--- src/rtl/regfile_wb_arbiter.sv ---
// Write-back arbiter driving the register file's single write port.
// ALU results have priority; long-latency results queue in a FIFO guarded by a starvation counter.
module regfile_wb_arbiter #(
    parameter int ADDR       = 5,
    parameter int BUS_W      = 32,
    parameter int DEPTH      = 4,
    parameter int STARVE_MAX = 3
) (
    input  logic                     reloj,
    input  logic                     reset,
    input  logic                     alu_valid,
    input  logic [ADDR-1:0]          alu_rd,
    input  logic [BUS_W-1:0]         alu_data,
    input  logic                     lsu_valid,
    output logic                     lsu_ready,
    input  logic [ADDR-1:0]          lsu_rd,
    input  logic [BUS_W-1:0]         lsu_data,
    output logic [ADDR-1:0]          rd_addr,
    output logic [BUS_W-1:0]         rd_w_data,
    output logic                     reg_write,
    output logic                     alu_stall,
    output logic [$clog2(DEPTH):0]   fifo_count,
    output logic                     err_alu_drop
);

    localparam int PW = $clog2(DEPTH);
    localparam int CW = PW + 1;
    localparam int SW = $clog2(STARVE_MAX + 1);
    localparam logic [CW-1:0] FULL_CNT   = CW'(DEPTH);
    localparam logic [SW-1:0] STARVE_LIM = SW'(STARVE_MAX);

    logic [ADDR-1:0]  r_mem_rd   [DEPTH];
    logic [BUS_W-1:0] r_mem_data [DEPTH];
    logic [PW-1:0]    r_wr_ptr;
    logic [PW-1:0]    r_rd_ptr;
    logic [CW-1:0]    r_count;
    logic [SW-1:0]    r_starve;
    logic             r_alu_stall;
    logic             r_err;
    logic             r_reg_write;
    logic [ADDR-1:0]  r_rd_addr;
    logic [BUS_W-1:0] r_wdata;

    logic             w_fifo_ne;
    logic             w_ready;
    logic             w_push;
    logic             w_alu_req;
    logic             w_grant_fifo;
    logic             w_grant_alu;
    logic [SW-1:0]    w_starve_next;
    logic [CW-1:0]    w_count_next;

    assign w_fifo_ne = (r_count != '0);
    assign w_ready   = (r_count < FULL_CNT);
    // A zero-destination result completes its handshake but is never stored.
    assign w_push    = lsu_valid && w_ready && (lsu_rd != '0);
    assign w_alu_req = alu_valid && (alu_rd != '0) && !r_alu_stall;

    always_comb begin
        w_grant_fifo = 1'b0;
        w_grant_alu  = 1'b0;
        if (r_alu_stall && w_fifo_ne) begin
            w_grant_fifo = 1'b1;
        end else if (w_alu_req) begin
            w_grant_alu = 1'b1;
        end else if (w_fifo_ne) begin
            w_grant_fifo = 1'b1;
        end
    end

    always_comb begin
        w_starve_next = r_starve;
        if (!w_fifo_ne || w_grant_fifo) begin
            w_starve_next = '0;
        end else if (r_starve != STARVE_LIM) begin
            w_starve_next = r_starve + 1'b1;
        end
    end

    always_comb begin
        w_count_next = r_count;
        if (w_push && !w_grant_fifo) begin
            w_count_next = r_count + 1'b1;
        end else if (!w_push && w_grant_fifo) begin
            w_count_next = r_count - 1'b1;
        end
    end

    always_ff @(posedge reloj) begin
        if (w_push) begin
            r_mem_rd[r_wr_ptr]   <= lsu_rd;
            r_mem_data[r_wr_ptr] <= lsu_data;
        end
    end

    // Stall is raised on the same edge the counter hits its limit, so it lasts exactly the grant cycle.
    always_ff @(posedge reloj or negedge reset) begin
        if (!reset) begin
            r_wr_ptr    <= '0;
            r_rd_ptr    <= '0;
            r_count     <= '0;
            r_starve    <= '0;
            r_alu_stall <= 1'b0;
            r_err       <= 1'b0;
        end else begin
            if (w_push) begin
                r_wr_ptr <= r_wr_ptr + 1'b1;
            end
            if (w_grant_fifo) begin
                r_rd_ptr <= r_rd_ptr + 1'b1;
            end
            r_count     <= w_count_next;
            r_starve    <= w_starve_next;
            r_alu_stall <= (w_starve_next == STARVE_LIM);
            r_err       <= r_err || (alu_valid && r_alu_stall);
        end
    end

    always_ff @(posedge reloj or negedge reset) begin
        if (!reset) begin
            r_reg_write <= 1'b0;
            r_rd_addr   <= '0;
            r_wdata     <= '0;
        end else begin
            r_reg_write <= w_grant_fifo || w_grant_alu;
            if (w_grant_fifo) begin
                r_rd_addr <= r_mem_rd[r_rd_ptr];
                r_wdata   <= r_mem_data[r_rd_ptr];
            end else if (w_grant_alu) begin
                r_rd_addr <= alu_rd;
                r_wdata   <= alu_data;
            end
        end
    end

    assign lsu_ready    = w_ready;
    assign rd_addr      = r_rd_addr;
    assign rd_w_data    = r_wdata;
    assign reg_write    = r_reg_write;
    assign alu_stall    = r_alu_stall;
    assign fifo_count   = r_count;
    assign err_alu_drop = r_err;

endmodule
--- config.mk ---
export PLATFORM = sky130hd
export DESIGN_NAME = regfile_wb_arbiter
export DESIGN_NICKNAME = d
export VERILOG_FILES = /design/src/rtl/regfile_wb_arbiter.sv
export SDC_FILE = /design/constraint.sdc
export NUM_CORES = 1
export LEC_CHECK = 0
export CELL_PAD_IN_SITES_DETAIL_PLACEMENT = 2
export CELL_PAD_IN_SITES_GLOBAL_PLACEMENT = 2
export CORE_AREA = 4 4 141 143
export DETAILED_ROUTE_END_ITERATION = 16
export DIE_AREA = 0 0 145 147
export HOLD_SLACK_MARGIN = 0.1
export PLACE_DENSITY_LB_ADDON = 0.3
export SYNTH_ARGS = -nofsm -noshare
export SYNTH_HDL_FRONTEND = slang
export SYNTH_SLANG_ARGS = --single-unit
--- constraint.sdc ---
create_clock -name reloj -period 6.93 [get_ports reloj]
set_clock_uncertainty 0.1 [all_clocks]
set_input_delay 0.693 -clock reloj [delete_from_list [all_inputs] [get_ports reloj]]
set_output_delay 0.693 -clock reloj [all_outputs]
set_load 0.02 [all_outputs]
== After elaboration in Yosys (flattened, before gate mapping) ==
Memory sizes are Yosys's and may differ from the RTL's.
Cells that the tools add are included.

* Input bits: 78
* Output and inout port bits: 44
* Memories: 2
* Bits in registers: 49
* RAM bits: 148

* Add/sub/neg operators: 5
* Magnitude comparators: 1
* Reduce and logical (&&, ||, !) cells: 20
* Multiplexer cells: 15
* Equal/unequal tests: 2

{| class="wikitable"
|+ Memories
! memory !! words !! bits a word !! rd ports !! clocked after Yosys merged registers in !! wr ports !! RTL line !! source
|-
| r_mem_data || 4 || 32 || 1 || 0 || 1 || 33 || <nowiki>logic [BUS_W-1:0] r_mem_data [DEPTH];</nowiki>
|-
| r_mem_rd || 4 || 5 || 1 || 0 || 1 || 32 || <nowiki>logic [ADDR-1:0] r_mem_rd [DEPTH];</nowiki>
|}

{| class="wikitable"
|+ Operators by type and width
! operator !! count
|-
| $mux 32 || 2
|-
| $mux 5 || 2
|-
| $reduce_bool 5->1 || 2
|-
| $logic_and 1x1->1 || 8
|-
| $mux 1 || 7
|-
| $add 2x1->2 const B || 3
|-
| $mux 3 || 2
|-
| $logic_not 1->1 || 4
|-
| $mux 2 || 2
|-
| $reduce_bool 2->1 || 2
|-
| $add 3x1->3 const B || 1
|-
| $logic_or 1x1->1 || 3
|-
| $lt 3x3->1 const B || 1
|-
| $reduce_bool 3->1 || 1
|-
| $sub 3x1->3 const B || 1
|-
| $eq 2x2->1 const B || 1
|-
| $ne 2x2->1 const B || 1
|}

== Longest topological paths before layout ==
Gate-level depths: netlist of the first run.

* Depth in word-level cells: 8
* Gate-level depth with buffers: 10

== Worst setup path after synthesis of the first run ==
No wires, ideal clock.

* Kind: input -> register
* Start: input alu_rd[2]
* End: register r_count[1], in the netlist fifo_count[1]
* Setup slack: 4.076 ns
* Arrival time: 2.629 ns
* Buffers on the path: 1
* Data required time: 6.705 ns
* Stages on the path: 8
* Path through: or4_1 o21ai_2 buf_4 nand2_1 ha_1 inv_1 fa_1 mux2_2

* Cells in the longest elaborated chain, start to end: 8
* Elaborated cells between the ends (all ways): 10
* Those cells by class: mux: 3; reduce/logical: 7

{| class="wikitable"
|+ RTL lines
! element !! RTL line !! source
|-
| from (decl) || 12 || <nowiki>input logic [ADDR-1:0] alu_rd,</nowiki>
|-
| $reduce_bool 5->1 || 57 || <nowiki>assign w_alu_req = alu_valid && (alu_rd != '0) && !r_alu_stall;</nowiki>
|-
| $logic_and 1x1->1 (2 in a row) || 57 ||
|-
| $mux 1 || 64 || <nowiki>end else if (w_alu_req) begin</nowiki>
|-
| $mux 1 || 62 || <nowiki>if (r_alu_stall && w_fifo_ne) begin</nowiki>
|-
| $logic_not 1->1 || 82 || <nowiki>if (w_push && !w_grant_fifo) begin</nowiki>
|-
| $logic_and 1x1->1 || 82 ||
|-
| $mux 3 || 82 ||
|-
| net w_count_next[1] || 51 || <nowiki>logic [CW-1:0] w_count_next;</nowiki>
|-
| to (signal assigned) || 112 || <nowiki>r_count <= w_count_next;</nowiki>
|-
| to (decl) || 36 || <nowiki>logic [CW-1:0] r_count;</nowiki>
|}

The timed path passes the listed nets, and every way through them passes these cells.
A chain may end at the register's enable or synchronous reset.

== Worst setup path in the final report of the first run ==
* Start: register r_count[1], in the netlist fifo_count[1]
* End: register r_count[2], in the netlist fifo_count[2]

* Cells in the longest elaborated chain, start to end: 7
* Elaborated cells between the ends (all ways): 17
* Those cells by class: add/sub: 2; order compare: 1; mux: 5; reduce/logical: 9

{| class="wikitable"
|+ RTL lines
! element !! RTL line !! source
|-
| $reduce_bool 3->1 || 53 || <nowiki>assign w_fifo_ne = (r_count != '0);</nowiki>
|-
| $mux 1 || 66 || <nowiki>end else if (w_fifo_ne) begin</nowiki>
|-
| $mux 1 || 64 ||
|-
| $mux 1 || 62 ||
|-
| $logic_not 1->1 || 82 ||
|-
| $logic_and 1x1->1 || 82 ||
|-
| $mux 3 or $reduce_bool 2->1 (tied branches) || n/a ||
|}

Several ways; a longest one is shown, not always the timed one. The select of a mux whose other input is x is not followed.

==> impl_metrics.yaml, run 1 <==
clock_network:
  clk-insertion-delay-late_ps: 420
  clockBufferDepth: 2
  htreeDepth: 4
  root_buffer: "clkbuf_16"
  cts_num_sinks: 197
  postCtsSetupBuffers: 0
  cts_resized: 0
  cts_tree: "done"
  cts_buffers: 17
  clk_pin_slew_worst_paths_ps: 70
  holdBufCountCts: 0
place:
  gp_congestion: 0.669
  port_buffers: 121
  dp_slack_ps: 3630
  dp.cells: 780
  dp_hpwl_um: 12600
global_route:
  grt_first_pass_wirelength_um: 31400
  first_global_vias: 5125
  antenna_found_initial: 0
  track_usage: 0.194
  grt_overflow: 0
  grt_max_degree: 80
routing:
  num_vias: 4333
  via_per_inst: 5.34
  wl_per_cell_um: 24.7
  ant_nets: 0
  wl_um: 20000
  drcViolationCount: 0
  drtIter0Drc: 219
  drt-pass1-iter-count: 4
synthesis:
  yosys_warnings: 0
  synth_nets: 529
  ys_seq_area_frac: 0.750
  synth_top_area_frac: 0.588
  synthTopCellsByArea: "edfxtp_1, dfrtp_1, mux4_2, nand2_1, a31oi_1"
  synthArstFlopShare: 0.249
  synthCells: 445
  synth_area_leader_cell: "edfxtp_1"
  synth_ff_type: "edfxtp_1"
  synth_mux_area_frac: 0.112
  avgSynthCellArea_um2: 17.0
  synthAdderAreaFrac: 0.0109
  synth_compound_area_frac: 0.0351
  synth_top_family_by_area: "multiplexers"
  synth.distinct_cells: 28
  synth-edff-count: 148
  synth_xor_xnor_area_share: 0.00695
  synthSimpleGateAreaFrac: 0.0685
  synth_seq_cells: 197
  synth_area_um2: 7560
sta:
  relSlewSlack: 0.265
  setup_violations: 0
  tightestPinTransition_ps: 1100
  fin_crit_sh: 0.430
  final-max-slew-violation-count: 0
  setup_ws_ps: 3950
  tns_ps: 0
  final_hold_viol_count: 0
  rsz0062_at_grt: "no"
  fmax_ghz: 0.336
  post-route-min-period_ps: 2980
die:
  start_util: 0.407
  io_pins: 122
  rows: 50
  die-area_um2: 21300
  die_x_um: 145
  die_h_um: 147
  core_um2: 18600
power_and_ir_drop:
  power_density_nw_per_um2: 423
  leakagePower_uw: 0.00337
  power.total_uw: 4090
  ir_worst_vdd_mv: 0.177
setup_path:
  worstSetupStartpoint: "fifo_count[1]"
  crit_required_ps: 7130
  crit_fanout: 39
  arrival_ps: 3180
  worstSetupPathType: "register to register"
  crit_path_start_kind: "register"
  reg2reg_from: "fifo_count[1]"
  endpoint_kind: "register"
cells_and_area:
  final_common_cell: "edfxtp_1"
  layout_common_cells: "edfxtp_1, clkdlybuf4s50_1, nand2_1"
  fin_cells: 812
  drive_gt1_frac: 0.142
  fin_util: 0.520
  syn_to_final_growth_pct: 27.7
  antenna_cells: 0
  fin_nets: 649
run:
  maxCapViolations: 0
outcome:
  status: "completed"
worst_hold_path:
  min_path_type: "input pin to async pin"
[through the flow]
step	instance area (um2)	hold WS [ps]
global route	9660	363
global placement	9000	341
CTS	9660	333
finish	9660	314
floorplan	7560	297
detailed placement	9000	348
[metal layers]
metal,share of wire,routed length [um],global-route usage,vias to the layer above
met3,0.055,1090,0.0506,21
met5,0,0,0,-
met2,0.54,10800,0.356,129
met1,0.39,7880,0.228,2259
met4,0.014,279,0.0508,0
li1,-,-,-,1924
[synth_stat cells (all sizes together) (2+ instances only)]
cell type / n
mux4: 37
inv: 4
nor2: 38
nor2b: 2
buf: 15
nand2: 76
nand3: 2
dfrtp: 49
ha: 5
o21ai: 2
xnor2: 5
and2: 4
clkbuf: 9
or3: 2
edfxtp: 148
a31oi: 36
nor3: 3
[power breakdown]
group          total, uW  switching [uW]  internal, uW
clock               1100             440           664
sequential          1780             246          1540
combinational       1200             608           594
total               4090            1290          2790
[state kept, by name (all words and copies together) (netlist names)]
name          count
reg_write         1
r_rd_ptr          2
rd_addr           5
fifo_count        3
err_alu_drop      1
r_starve          2
r_wr_ptr          2
rd_w_data        32
alu_stall         1
r_mem_rd         20
r_mem_data      128
[path summary, 6_finish.rpt]
path | slack, ps | endpoint | cells past startpoint
setup / recovery | 3950 | fifo_count[2] | 8
hold / removal | 310 | rd_w_data[29] | 2
setup reg to reg | 3950 | fifo_count[2] | 8
hold reg to reg | 360 | err_alu_drop | 1
max in group asynchronous | 5850 | r_rd_ptr[0] | 2
min in group reloj | 360 | err_alu_drop | 1
[area by class of cell]
type | count | area (um2)
well taps | 234 | 293
fillers | 1675 | 8920
repair buffers | 125 | 1240
clock buffers | 21 | 460
clock inverters | 11 | 194
inverters | 4 | 15.0
flip-flops and latches | 197 | 5680
multi-input cells | 220 | 1780
[kinds of logic (layout without fill, tap and decap cells)]
family          after synthesis  in the layout
flops                       197            197
simple gates                129            129
compound gates               41             41
mux                          38             38
buf+inv                      28            161
fa+ha+maj                     6              6
xor+xnor                      6              6
[worst max-delay path: stages (launching register included)]
cell	delay (ps)
dfrtp_1	450
or3_2	930
nand2_1	280
ha_1	230
inv_1	70
fa_1	380
xor2_1	210
nor2_1	80
xnor2_1	130
Power figures use the tool's default switching activity.
==> inputs of run 2 (changes only) <==
CORE_AREA = 4 4 147 149   (was 4 4 141 143)
DIE_AREA = 0 0 151 153   (was 0 0 145 147)
clock period = 2.8 ns   (was 6.93 ns; I/O delays follow)
==> run 2 against run 1 <==
Combinational power grew to 2.8 times the previous value. Total power is 140% higher. Die area is 8.4% higher. Via count up 0.60%. Cell count up 6.7%. Sequential share of layout area down 0.80 points. Core utilization shrank 3.4 points. Worst setup slack worse by 3600 ps. Critical path depth decreased by 2. Sequential power is 140% higher. Sequential cell count did not move.
==> impl_metrics.yaml, run 2 (synthesized netlist as in run 1, its figures left out) <==
clock_network:
  cts_num_sinks: 197
  cts_buffers: 17
  holdBufCountCts: 1
  clockBufferDepth: 2
  htreeDepth: 4
  clk_pin_slew_worst_paths_ps: 70
  postCtsSetupBuffers: 0
  root_buffer: "clkbuf_16"
  cts_resized: 0
  clk-insertion-delay-late_ps: 430
  cts_tree: "done"
power_and_ir_drop:
  seqPwrFrac: 0.426
  power.share.clock: 0.236
  intPower_uw: 6610
  p_comb_frac: 0.338
  ir_worst_vdd_mv: 0.489
  switching_power_uw: 3250
  power.total_uw: 9860
  leakagePower_uw: 0.00342
  power_density_nw_per_um2: 1010
  switching_share: 0.330
place:
  dp_hpwl_um: 13000
  port_buffers: 121
  dp.cells: 833
  gp_congestion: 0.732
setup_path:
  reg2reg_from: "fifo_count[1]"
  crit_required_ps: 3000
  endpoint_kind: "register"
  worstSetupPathType: "input pin to register"
  crit_fanout: 79
  worstSetupStartpoint: "alu_rd[2]"
  crit_path_start_kind: "input pin"
  arrival_ps: 2690
global_route:
  track_usage: 0.179
  grt_max_degree: 80
  antenna_found_initial: 0
  first_global_vias: 5163
  grt_overflow: 0
  grt_first_pass_wirelength_um: 30900
sta:
  relSlewSlack: 0.422
  fmax_ghz: 0.402
  final_hold_viol_count: 0
  setup_violations: 0
  fin_crit_sh: 0.888
  final-max-slew-violation-count: 0
  post-route-min-period_ps: 2490
  tightestPinTransition_ps: 867
  rsz0062_at_grt: "no"
  hold_ws_ps: 334
routing:
  drcViolationCount: 0
  ant_nets: 0
  drt-pass1-iter-count: 4
  via_per_inst: 5.03
  drtIter0Drc: 230
  wl_per_cell_um: 22.8
  wl_um: 19700
  num_vias: 4359
cells_and_area:
  antenna_cells: 0
  fin_nets: 667
  final_common_cell: "edfxtp_1"
  drive_gt1_frac: 0.168
  regMostFlops: "r_mem_data"
  layout_common_cells: "edfxtp_1, clkdlybuf4s50_1, nand2_1"
  fin_cells: 866
  largest_register_ff_count: 128
  syn_to_final_growth_pct: 29.4
die:
  io_pins: 122
  rows: 52
  die_h_um: 153
  core_um2: 20200
  die_x_um: 151
  start_util: 0.375
  die-area_um2: 23100
worst_hold_path:
  min-delay-start: "alu_data[11]"
  min_path_type: "input pin to register"
outcome:
  status: "completed"
run:
  maxCapViolations: 0
-- run 2: cell count changes in the layout (fill, tap and decap cells not counted), sizes merged --
cell,change
buf,+17
bufinv,-4
clkbuf,-4
clkinv,+4
clkinvlp,+2
dlygate4sd3,+1
inv,+2
-- run 2: final timing paths --
check,cells after the start,slack [ps],end
worst max-delay path,6,310,r_rd_ptr[1]
worst min-delay path,3,330,rd_w_data[11]
worst max register to register,8,390,fifo_count[2]
worst min register to register,1,360,err_alu_drop
max in group asynchronous,3,1610,r_rd_ptr[0]
min in group asynchronous,3,440,reg_write
-- run 2: metal layers --
| metal | track usage | wire, um | vias to the layer above |
|---|---|---|---|
| met5 | 0 | 0 | - |
| met4 | 0.0406 | 191 | 0 |
| met3 | 0.0530 | 1210 | 13 |
| met2 | 0.308 | 10300 | 116 |
| met1 | 0.223 | 8060 | 2266 |
| li1 | - | - | 1964 |
-- run 2: final cells by class --
| class | count | area, um2 |
|---|---|---|
| timing repair buffer | 143 | 1420 |
| inverter | 4 | 15.0 |
| tap | 270 | 338 |
| clock inverter | 15 | 129 |
| clock buffer | 17 | 425 |
| fill | 1863 | 10400 |
| multi-input combinational | 220 | 1780 |
| sequential | 197 | 5680 |
-- run 2: critical path, cell delays in order --
cell             delay, ps
clkdlybuf4s50_1        440
or4_1                  610
o21ai_4                210
buf_4                  680
nand3_1                230
xnor2_1                180
-- run 2: per-stage QoR --
step            util  setup WS [ps]  cell area (um2)  TNS, ps
2_1_floorplan      -            359             7560        0
3_3_place_gp   0.457           54.7             9220        0
3_5_place_dp   0.457          -98.1             9220     -175
4_1_cts        0.485            313             9790        0
5_1_grt        0.485            168             9790        0
6_report       0.485            313             9790        0
-- run 2: power by group through the flow --
stage / registers [uW] / logic (uW) / clock network, uW
after global routing: 4290 / 3630 / 2530
final: 4200 / 3330 / 2330
after floorplan: 4420 / 1660 / 0
after detailed placement: 4270 / 3380 / 0
after CTS: 4220 / 3410 / 2390
after global placement: 4210 / 3230 / 0
